[src/rtl/aes_job_arbiter_if.sv]
// Bundles the requester-side job/response channels and the AES core handshake
// into one interface. Clock, reset and status outputs stay plain ports.
//
// Signals (NUM_REQ = number of requesters):
//   REQ_VALID/REQ_READY  job request and one-hot accept pulse, per requester
//   REQ_KEY/REQ_MSG      packed 128-bit key/ciphertext, requester i at [128i+127:128i]
//   RSP_VALID/RSP_READY  one-hot response valid and per-requester accept
//   RSP_DATA/RSP_ERR     plaintext (0 on abort) and timeout-abort flag
//   AES_START/AES_DONE   level handshake with the shared core
//   AES_KEY/AES_MSG_ENC  job operands to the core
//   AES_MSG_DEC          plaintext from the core
// Modports: slave = the arbiter, master = requesters plus core.
interface aes_job_arbiter_if #(
    parameter int NUM_REQ = 2
);
    logic [NUM_REQ-1:0]     REQ_VALID;
    logic [NUM_REQ-1:0]     REQ_READY;
    logic [NUM_REQ*128-1:0] REQ_KEY;
    logic [NUM_REQ*128-1:0] REQ_MSG;
    logic [NUM_REQ-1:0]     RSP_VALID;
    logic [NUM_REQ-1:0]     RSP_READY;
    logic [127:0]           RSP_DATA;
    logic                   RSP_ERR;
    logic                   AES_START;
    logic [127:0]           AES_KEY;
    logic [127:0]           AES_MSG_ENC;
    logic                   AES_DONE;
    logic [127:0]           AES_MSG_DEC;

    modport slave (
        input  REQ_VALID, REQ_KEY, REQ_MSG, RSP_READY, AES_DONE, AES_MSG_DEC,
        output REQ_READY, RSP_VALID, RSP_DATA, RSP_ERR, AES_START, AES_KEY, AES_MSG_ENC
    );

    modport master (
        output REQ_VALID, REQ_KEY, REQ_MSG, RSP_READY, AES_DONE, AES_MSG_DEC,
        input  REQ_READY, RSP_VALID, RSP_DATA, RSP_ERR, AES_START, AES_KEY, AES_MSG_ENC
    );
endinterface

[src/rtl/aes_job_arbiter.sv]
// Shares one AES decryption core between NUM_REQ requesters. Jobs are granted
// round-robin, operands latched, the core's level START/DONE handshake is
// sequenced, and the plaintext is returned to the originating requester.
//
// Ports:
//   CLK            system clock, rising edge
//   RESET          asynchronous active-low reset
//   bus            aes_job_arbiter_if.slave (request, response, core handshake)
//   BUSY           high in every state except IDLE
//   GRANT_ID       current or last granted requester
//   STAT_JOBS      completed jobs including aborts, saturating
//   STAT_TIMEOUTS  timeout aborts, saturating
//
// state   | meaning
// --------+-------------------------------------------------------------
// S_IDLE  | waiting for any REQ_VALID; grant decided and latched here
// S_LOAD  | operands settle on AES_KEY/AES_MSG_ENC, START low, REQ_READY pulse
// S_RUN   | START high, waiting for DONE or timeout
// S_DRAIN | START low, waiting for the core to drop DONE
// S_RESP  | RSP_VALID to the granted requester until it accepts
module aes_job_arbiter #(
    parameter int NUM_REQ        = 2,
    parameter int TIMEOUT_CYCLES = 1024
) (
    input  logic                CLK,
    input  logic                RESET,
    aes_job_arbiter_if.slave    bus,
    output logic                BUSY,
    output logic [1:0]          GRANT_ID,
    output logic [15:0]         STAT_JOBS,
    output logic [7:0]          STAT_TIMEOUTS
);
    localparam int             CW       = $clog2(TIMEOUT_CYCLES);
    localparam logic [CW-1:0]  TMO_LAST = CW'(TIMEOUT_CYCLES - 1);

    typedef enum logic [2:0] {S_IDLE, S_LOAD, S_RUN, S_DRAIN, S_RESP} state_t;

    state_t               state_q, state_d;
    logic [1:0]           grant_q, grant_d;
    logic [NUM_REQ-1:0]   ready_q, ready_d;
    logic [127:0]         key_q, key_d, msg_q, msg_d, res_q, res_d;
    logic                 err_q, err_d;
    logic [CW-1:0]        tmo_q, tmo_d;
    logic [15:0]          jobs_q, jobs_d;
    logic [7:0]           tmos_q, tmos_d;

    logic                 found;
    logic [1:0]           winner, cand;
    logic [3:0]           valid_ext, rdy_ext;
    logic [NUM_REQ-1:0]   win_oh;
    logic [127:0]         key_sel, msg_sel;

    // Zero-extended to 4 bits so a 2-bit requester index always fits.
    assign valid_ext = 4'(bus.REQ_VALID);
    assign rdy_ext   = 4'(bus.RSP_READY);

    // Round-robin: walk from the requester after the last grant, wrapping.
    always_comb begin
        found  = 1'b0;
        winner = grant_q;
        cand   = grant_q;
        for (int k = 0; k < NUM_REQ; k++) begin
            cand = (cand == 2'(NUM_REQ - 1)) ? 2'd0 : cand + 2'd1;
            if (!found && valid_ext[cand]) begin
                found  = 1'b1;
                winner = cand;
            end
        end
    end

    always_comb begin
        win_oh  = '0;
        key_sel = '0;
        msg_sel = '0;
        for (int i = 0; i < NUM_REQ; i++) begin
            if (winner == 2'(i)) begin
                win_oh[i] = 1'b1;
                key_sel   = bus.REQ_KEY[i*128 +: 128];
                msg_sel   = bus.REQ_MSG[i*128 +: 128];
            end
        end
    end

    always_ff @(posedge CLK or negedge RESET) begin
        if (!RESET) begin
            state_q <= S_IDLE;
            grant_q <= 2'(NUM_REQ - 1);
            ready_q <= '0;
            key_q   <= '0;
            msg_q   <= '0;
            res_q   <= '0;
            err_q   <= 1'b0;
            tmo_q   <= '0;
            jobs_q  <= '0;
            tmos_q  <= '0;
        end else begin
            state_q <= state_d;
            grant_q <= grant_d;
            ready_q <= ready_d;
            key_q   <= key_d;
            msg_q   <= msg_d;
            res_q   <= res_d;
            err_q   <= err_d;
            tmo_q   <= tmo_d;
            jobs_q  <= jobs_d;
            tmos_q  <= tmos_d;
        end
    end

    always_comb begin
        state_d = state_q;
        grant_d = grant_q;
        ready_d = '0;
        key_d   = key_q;
        msg_d   = msg_q;
        res_d   = res_q;
        err_d   = err_q;
        tmo_d   = tmo_q;
        jobs_d  = jobs_q;
        tmos_d  = tmos_q;
        case (state_q)
            S_IDLE: begin
                if (found) begin
                    ready_d = win_oh;
                    grant_d = winner;
                    key_d   = key_sel;
                    msg_d   = msg_sel;
                    state_d = S_LOAD;
                end
            end
            S_LOAD: begin
                tmo_d   = '0;
                state_d = S_RUN;
            end
            S_RUN: begin
                // DONE is checked first so it wins a same-cycle timeout.
                if (bus.AES_DONE) begin
                    res_d   = bus.AES_MSG_DEC;
                    err_d   = 1'b0;
                    state_d = S_DRAIN;
                end else if (tmo_q == TMO_LAST) begin
                    res_d   = '0;
                    err_d   = 1'b1;
                    if (tmos_q != 8'hFF) tmos_d = tmos_q + 8'd1;
                    state_d = S_DRAIN;
                end else begin
                    tmo_d = tmo_q + 1'b1;
                end
            end
            S_DRAIN: begin
                if (!bus.AES_DONE) state_d = S_RESP;
            end
            S_RESP: begin
                if (rdy_ext[grant_q]) begin
                    if (jobs_q != 16'hFFFF) jobs_d = jobs_q + 16'd1;
                    state_d = S_IDLE;
                end
            end
            default: state_d = S_IDLE;
        endcase
    end

    always_comb begin
        bus.RSP_VALID = '0;
        for (int i = 0; i < NUM_REQ; i++) begin
            bus.RSP_VALID[i] = (state_q == S_RESP) && (grant_q == 2'(i));
        end
    end

    assign bus.REQ_READY   = ready_q;
    assign bus.RSP_DATA    = res_q;
    assign bus.RSP_ERR     = err_q;
    assign bus.AES_START   = (state_q == S_RUN);
    assign bus.AES_KEY     = key_q;
    assign bus.AES_MSG_ENC = msg_q;
    assign BUSY            = (state_q != S_IDLE);
    assign GRANT_ID        = grant_q;
    assign STAT_JOBS       = jobs_q;
    assign STAT_TIMEOUTS   = tmos_q;
endmodule
[src/flat_wrapper.sv]
// flat-port wrapper written by rule: the top's interface ports become plain ports
module aes_job_arbiter_flat 
#(
    parameter int NUM_REQ        = 2,
    parameter int TIMEOUT_CYCLES = 1024
)
  (CLK, RESET, BUSY, GRANT_ID, STAT_JOBS, STAT_TIMEOUTS, bus_REQ_VALID, bus_REQ_KEY, bus_REQ_MSG, bus_RSP_READY, bus_AES_DONE, bus_AES_MSG_DEC, bus_REQ_READY, bus_RSP_VALID, bus_RSP_DATA, bus_RSP_ERR, bus_AES_START, bus_AES_KEY, bus_AES_MSG_ENC);
  aes_job_arbiter_if #(.NUM_REQ(NUM_REQ)) bus_i ();
  input  logic CLK;
  input  logic RESET;
  output logic BUSY;
  output logic [1:0] GRANT_ID;
  output logic [15:0] STAT_JOBS;
  output logic [7:0] STAT_TIMEOUTS;
  input wire logic [$bits(bus_i.REQ_VALID)-1:0] bus_REQ_VALID;
  input wire logic [$bits(bus_i.REQ_KEY)-1:0] bus_REQ_KEY;
  input wire logic [$bits(bus_i.REQ_MSG)-1:0] bus_REQ_MSG;
  input wire logic [$bits(bus_i.RSP_READY)-1:0] bus_RSP_READY;
  input wire logic [$bits(bus_i.AES_DONE)-1:0] bus_AES_DONE;
  input wire logic [$bits(bus_i.AES_MSG_DEC)-1:0] bus_AES_MSG_DEC;
  output wire logic [$bits(bus_i.REQ_READY)-1:0] bus_REQ_READY;
  output wire logic [$bits(bus_i.RSP_VALID)-1:0] bus_RSP_VALID;
  output wire logic [$bits(bus_i.RSP_DATA)-1:0] bus_RSP_DATA;
  output wire logic [$bits(bus_i.RSP_ERR)-1:0] bus_RSP_ERR;
  output wire logic [$bits(bus_i.AES_START)-1:0] bus_AES_START;
  output wire logic [$bits(bus_i.AES_KEY)-1:0] bus_AES_KEY;
  output wire logic [$bits(bus_i.AES_MSG_ENC)-1:0] bus_AES_MSG_ENC;
  assign bus_i.REQ_VALID = bus_REQ_VALID;
  assign bus_i.REQ_KEY = bus_REQ_KEY;
  assign bus_i.REQ_MSG = bus_REQ_MSG;
  assign bus_i.RSP_READY = bus_RSP_READY;
  assign bus_i.AES_DONE = bus_AES_DONE;
  assign bus_i.AES_MSG_DEC = bus_AES_MSG_DEC;
  assign bus_REQ_READY = bus_i.REQ_READY;
  assign bus_RSP_VALID = bus_i.RSP_VALID;
  assign bus_RSP_DATA = bus_i.RSP_DATA;
  assign bus_RSP_ERR = bus_i.RSP_ERR;
  assign bus_AES_START = bus_i.AES_START;
  assign bus_AES_KEY = bus_i.AES_KEY;
  assign bus_AES_MSG_ENC = bus_i.AES_MSG_ENC;
  aes_job_arbiter #(.NUM_REQ(NUM_REQ), .TIMEOUT_CYCLES(TIMEOUT_CYCLES)) u_core (.CLK(CLK), .RESET(RESET), .bus(bus_i), .BUSY(BUSY), .GRANT_ID(GRANT_ID), .STAT_JOBS(STAT_JOBS), .STAT_TIMEOUTS(STAT_TIMEOUTS));
endmodule
[config.mk]
export PLATFORM = sky130hd
export DESIGN_NAME = aes_job_arbiter_flat
export DESIGN_NICKNAME = d
export VERILOG_FILES = /design/src/rtl/aes_job_arbiter_if.sv /design/src/rtl/aes_job_arbiter.sv /design/src/flat_wrapper.sv
export SDC_FILE = /design/constraint.sdc
export NUM_CORES = 1
export LEC_CHECK = 0
export CAP_MARGIN = 20
export CORE_AREA = 2 2 416 418
export DETAILED_ROUTE_END_ITERATION = 16
export DIE_AREA = 0 0 418 420
export GPL_TIMING_DRIVEN = 0
export PLACE_DENSITY = 0.39
export SLEW_MARGIN = 5
export SYNTH_ARGS = -nofsm -noshare
export SYNTH_HDL_FRONTEND = slang
export SYNTH_SLANG_ARGS = --single-unit
[constraint.sdc]
create_clock -name CLK -period 4.9 [get_ports CLK]
set_input_delay 0.98 -clock CLK [delete_from_list [all_inputs] [get_ports CLK]]
set_output_delay 0.98 -clock CLK [all_outputs]
set_load 0.005 [all_outputs]
==> run metrics <==
busiest layer in global routing met2; worst slew pin tran 980 ps; GRT Util Overall 0.134; initial antenna violation count 51; Distinct cells, synth 54; FP Rows 152; status complete, no violations; MaxCap Viol Count 0; number of CTS-inserted buffers 58; crit end category flop; Mapped Nets 2,010; critical path fanouts, max 10; clock network power share 0.212; wire length of the first global-routing pass 160,000 um; met2 Use GR 0.227; pin count of the biggest net entering global routing 97; Yosys warning count 0; post-CTS sizing 0; post-placement cell area 32,300 sq um; Comb pwr share 0.489; Top delay family on crit path buffers and inverters; GR Util met3 0.0499; number of buffers on the longest clock path 3; total power 20.6 mW; startpoint types primary input; PwrDens 603 nW/um^2; vias in the first global route 17,599; nets@finish 3,147; CTS tree yes; postcts setup bufs 0; share of layout cells above drive strength 1 0.158; CTS sink cnt 426; Root Driver clkbuf_16; Mapped Cells 1,360; Final HPWL DP 103,000 um; commonest cells after routing, fill and taps aside 1,062 x clkdlybuf4s50_1, 425 x dfrtp_1, 384 x a22o_1, 256 x mux2_2, 96 x clkbuf_1; syn avg cell area 13.6 sq um; DIE AREA 176,000 sq um; switching share of power 0.356; unrepaired setup endpoints after global routing false; drt first pass iters 5; # hold bufs at CTS 0; switching power 7.34 mW; wire per inst 25.8 um; multi-input logic area 7370 sq um; Core ar. 171,000 sq um; final hold violations 0; # IOs 1,064; Routed Antenna Nets 0; Routed WL 123,000 um; Leak 13.7 nW; data required time of the critical path 5510 ps; relative slew slack 0.347; CP most frequent cell clkbuf_1; CTS H-Tree Depth 2; synthesized flop and latch total 426; clk slew on worst S/H paths 60 ps; most common cell after layout, fill and taps aside clkdlybuf4s50_1; die width 418 um; Tcrit/Tclk final 0.731; total grt overflow 0; sequential power share 0.299; post-synthesis sequential area ratio 0.575; Int Pwr 13.3 mW; Setup Crit Path Kind primary input to flop; Register Area 10,700 sq um; asr flop ratio synth 1.00; setup TNS 0 ps; Die Height 420 um; Pins Over Slew Limit 0; FILL cells 18,622; PortBufs 1,063; worst IR drop on VDD 0.254 mV; post-route minimum period 3580 ps; CP bufs+invs 4; CP arrival 4190 ps; worst skew pair latency 690 ps; slowest stage delay, CP 700 ps; Final Instance Area 34,200 sq um; starting density of the core 0.109; DR DRC count 0; clk_skew 51.5 ps; Vias per Instance 3.52; Synth Flop Type dfrtp_1; maximum operating frequency 279 MHz; routed vias 16,840; RePlAce Congestion 0.880; Post-synth EDFFs 0; drt initial violations 869; # setup viols final 0; Cell Chain, Critical Path clkdlybuf4s50_1, or3b_1, o31ai_2, buf_4, clkbuf_1, clkbuf_1, a22o_1, mux2_2; GR Layer Usage met1 0.155; area grow syn2layout 84.3%; CP max-delay cell clkbuf_1; synthesized cell area 18,600 sq um; worst min-delay path class primary input to async pin
==> kinds of logic (layout without fill, tap and decap cells) <==
logic type / count (synthesis) / after routing / synth area share
compound gates: 418 / 418 / 0.194
xor+xnor: 21 / 21 / 0.00991
fa+ha+maj: 3 / 3 / 0.00202
buf+inv: 127 / 1304 / 0.0283
flops: 426 / 426 / 0.575
mux: 261 / 261 / 0.158
other cells: 0 / 15 / 0
simple gates: 104 / 104 / 0.0332
==> metrics by stage <==
step / setup slack, ps / hold slack (ps) / util / instances
after floorplan: 2170 / 484 / - / 1360
after global placement: -19700 / 483 / 0.187 / 4656
after detailed placement: 543 / 481 / 0.189 / 4670
after CTS: 1170 / 301 / 0.200 / 4770
after global routing: 1020 / 341 / 0.200 / 4780
final: 1320 / 345 / 0.200 / 4785
==> state kept, by name, indices dropped and copies added, names as in the netlist <==
name                    cells
u_core.bus.RSP_DATA       128
u_core.tmo_q               10
u_core.STAT_TIMEOUTS        8
u_core.bus.AES_MSG_ENC    128
u_core.bus.RSP_ERR          1
u_core.STAT_JOBS           16
u_core.state_q              3
u_core.bus.REQ_READY        2
u_core.bus.AES_KEY        128
u_core.GRANT_ID             2
==> per-layer routing <==
metal | routed length, um | share of wire
met5 | 91 | 0.00074
met4 | 3540 | 0.029
met3 | 9870 | 0.080
met2 | 61900 | 0.50
met1 | 48000 | 0.39
==> Yosys cell counts (2+ instances only) <==
library cell / n / share of area
mux2_2: 256 / 0.16
nor2_1: 18 / 0.0036
xor2_1: 12 / 0.0057
nand2_1: 12 / 0.0024
a21oi_1: 11 / 0.0030
o21ai_0: 5 / 0.0013
mux2_1: 4 / 0.0024
nand3_1: 17 / 0.0046
nor2b_1: 4 / 0.0013
nor4b_1: 2 / 0.00094
inv_2: 2 / 0.00040
and4_1: 3 / 0.0014
o211ai_1: 2 / 0.00081
or3b_1: 2 / 0.00094
nand4b_1: 2 / 0.00094
o31ai_1: 4 / 0.0016
a211oi_1: 2 / 0.00081
buf_2: 24 / 0.0065
clkbuf_1: 85 / 0.017
xnor2_1: 9 / 0.0042
or4_1: 2 / 0.00081
a31o_1: 2 / 0.00094
dfrtp_1: 425 / 0.57
nor3_1: 10 / 0.0027
buf_6: 2 / 0.0012
nand4_1: 12 / 0.0040
and3_1: 4 / 0.0013
buf_1: 8 / 0.0016
inv_1: 5 / 0.0010
nor4_1: 5 / 0.0017
ha_1: 3 / 0.0020
a22o_1: 384 / 0.18
==> path summary, 6_finish.rpt <==
check,from,end,slack [ps],cells past startpoint
max reg2reg,u_core.state_q[1]$_DFFE_PN0P_,u_core.bus.AES_MSG_ENC[74]$_DFFE_PN0P_,1400,7
max in group asynchronous,RESET,u_core.bus.RSP_DATA[70]$_DFFE_PN0P_,2990,3
max,bus_REQ_VALID[1],u_core.bus.AES_KEY[16]$_DFFE_PN0P_,1320,8
min,RESET,u_core.bus.AES_MSG_ENC[111]$_DFFE_PN0P_,350,1
min reg2reg,u_core.bus.RSP_DATA[28]$_DFFE_PN0P_,u_core.bus.RSP_DATA[28]$_DFFE_PN0P_,500,1
min in group CLK,u_core.bus.RSP_DATA[28]$_DFFE_PN0P_,u_core.bus.RSP_DATA[28]$_DFFE_PN0P_,500,1
==> power groups by stage <==
stage	Sequential, mW	Combinational [mW]	Clock [mW]
4_1_cts	6.19	10.3	4.59
3_3_place_gp	6.23	10.2	0
2_1_floorplan	6.12	3.70	0
6_report	6.17	10.1	4.36
5_1_grt	6.39	10.8	4.70
3_5_place_dp	6.20	10.3	0
==> layout make-up <==
| class | instances | area share |
|---|---|---|
| repair buffers | 1077 | 0.319 |
| flip-flops and latches | 426 | 0.312 |
| multi-input cells | 807 | 0.216 |
| well taps | 2233 | 0.0817 |
| clock buffers | 82 | 0.0489 |
| plain buffers | 120 | 0.0146 |
| clock inverters | 18 | 0.00691 |
| diodes | 15 | 0.00110 |
| inverters | 7 | 0.000768 |
Note: power is estimated with default switching activity, not from simulation.
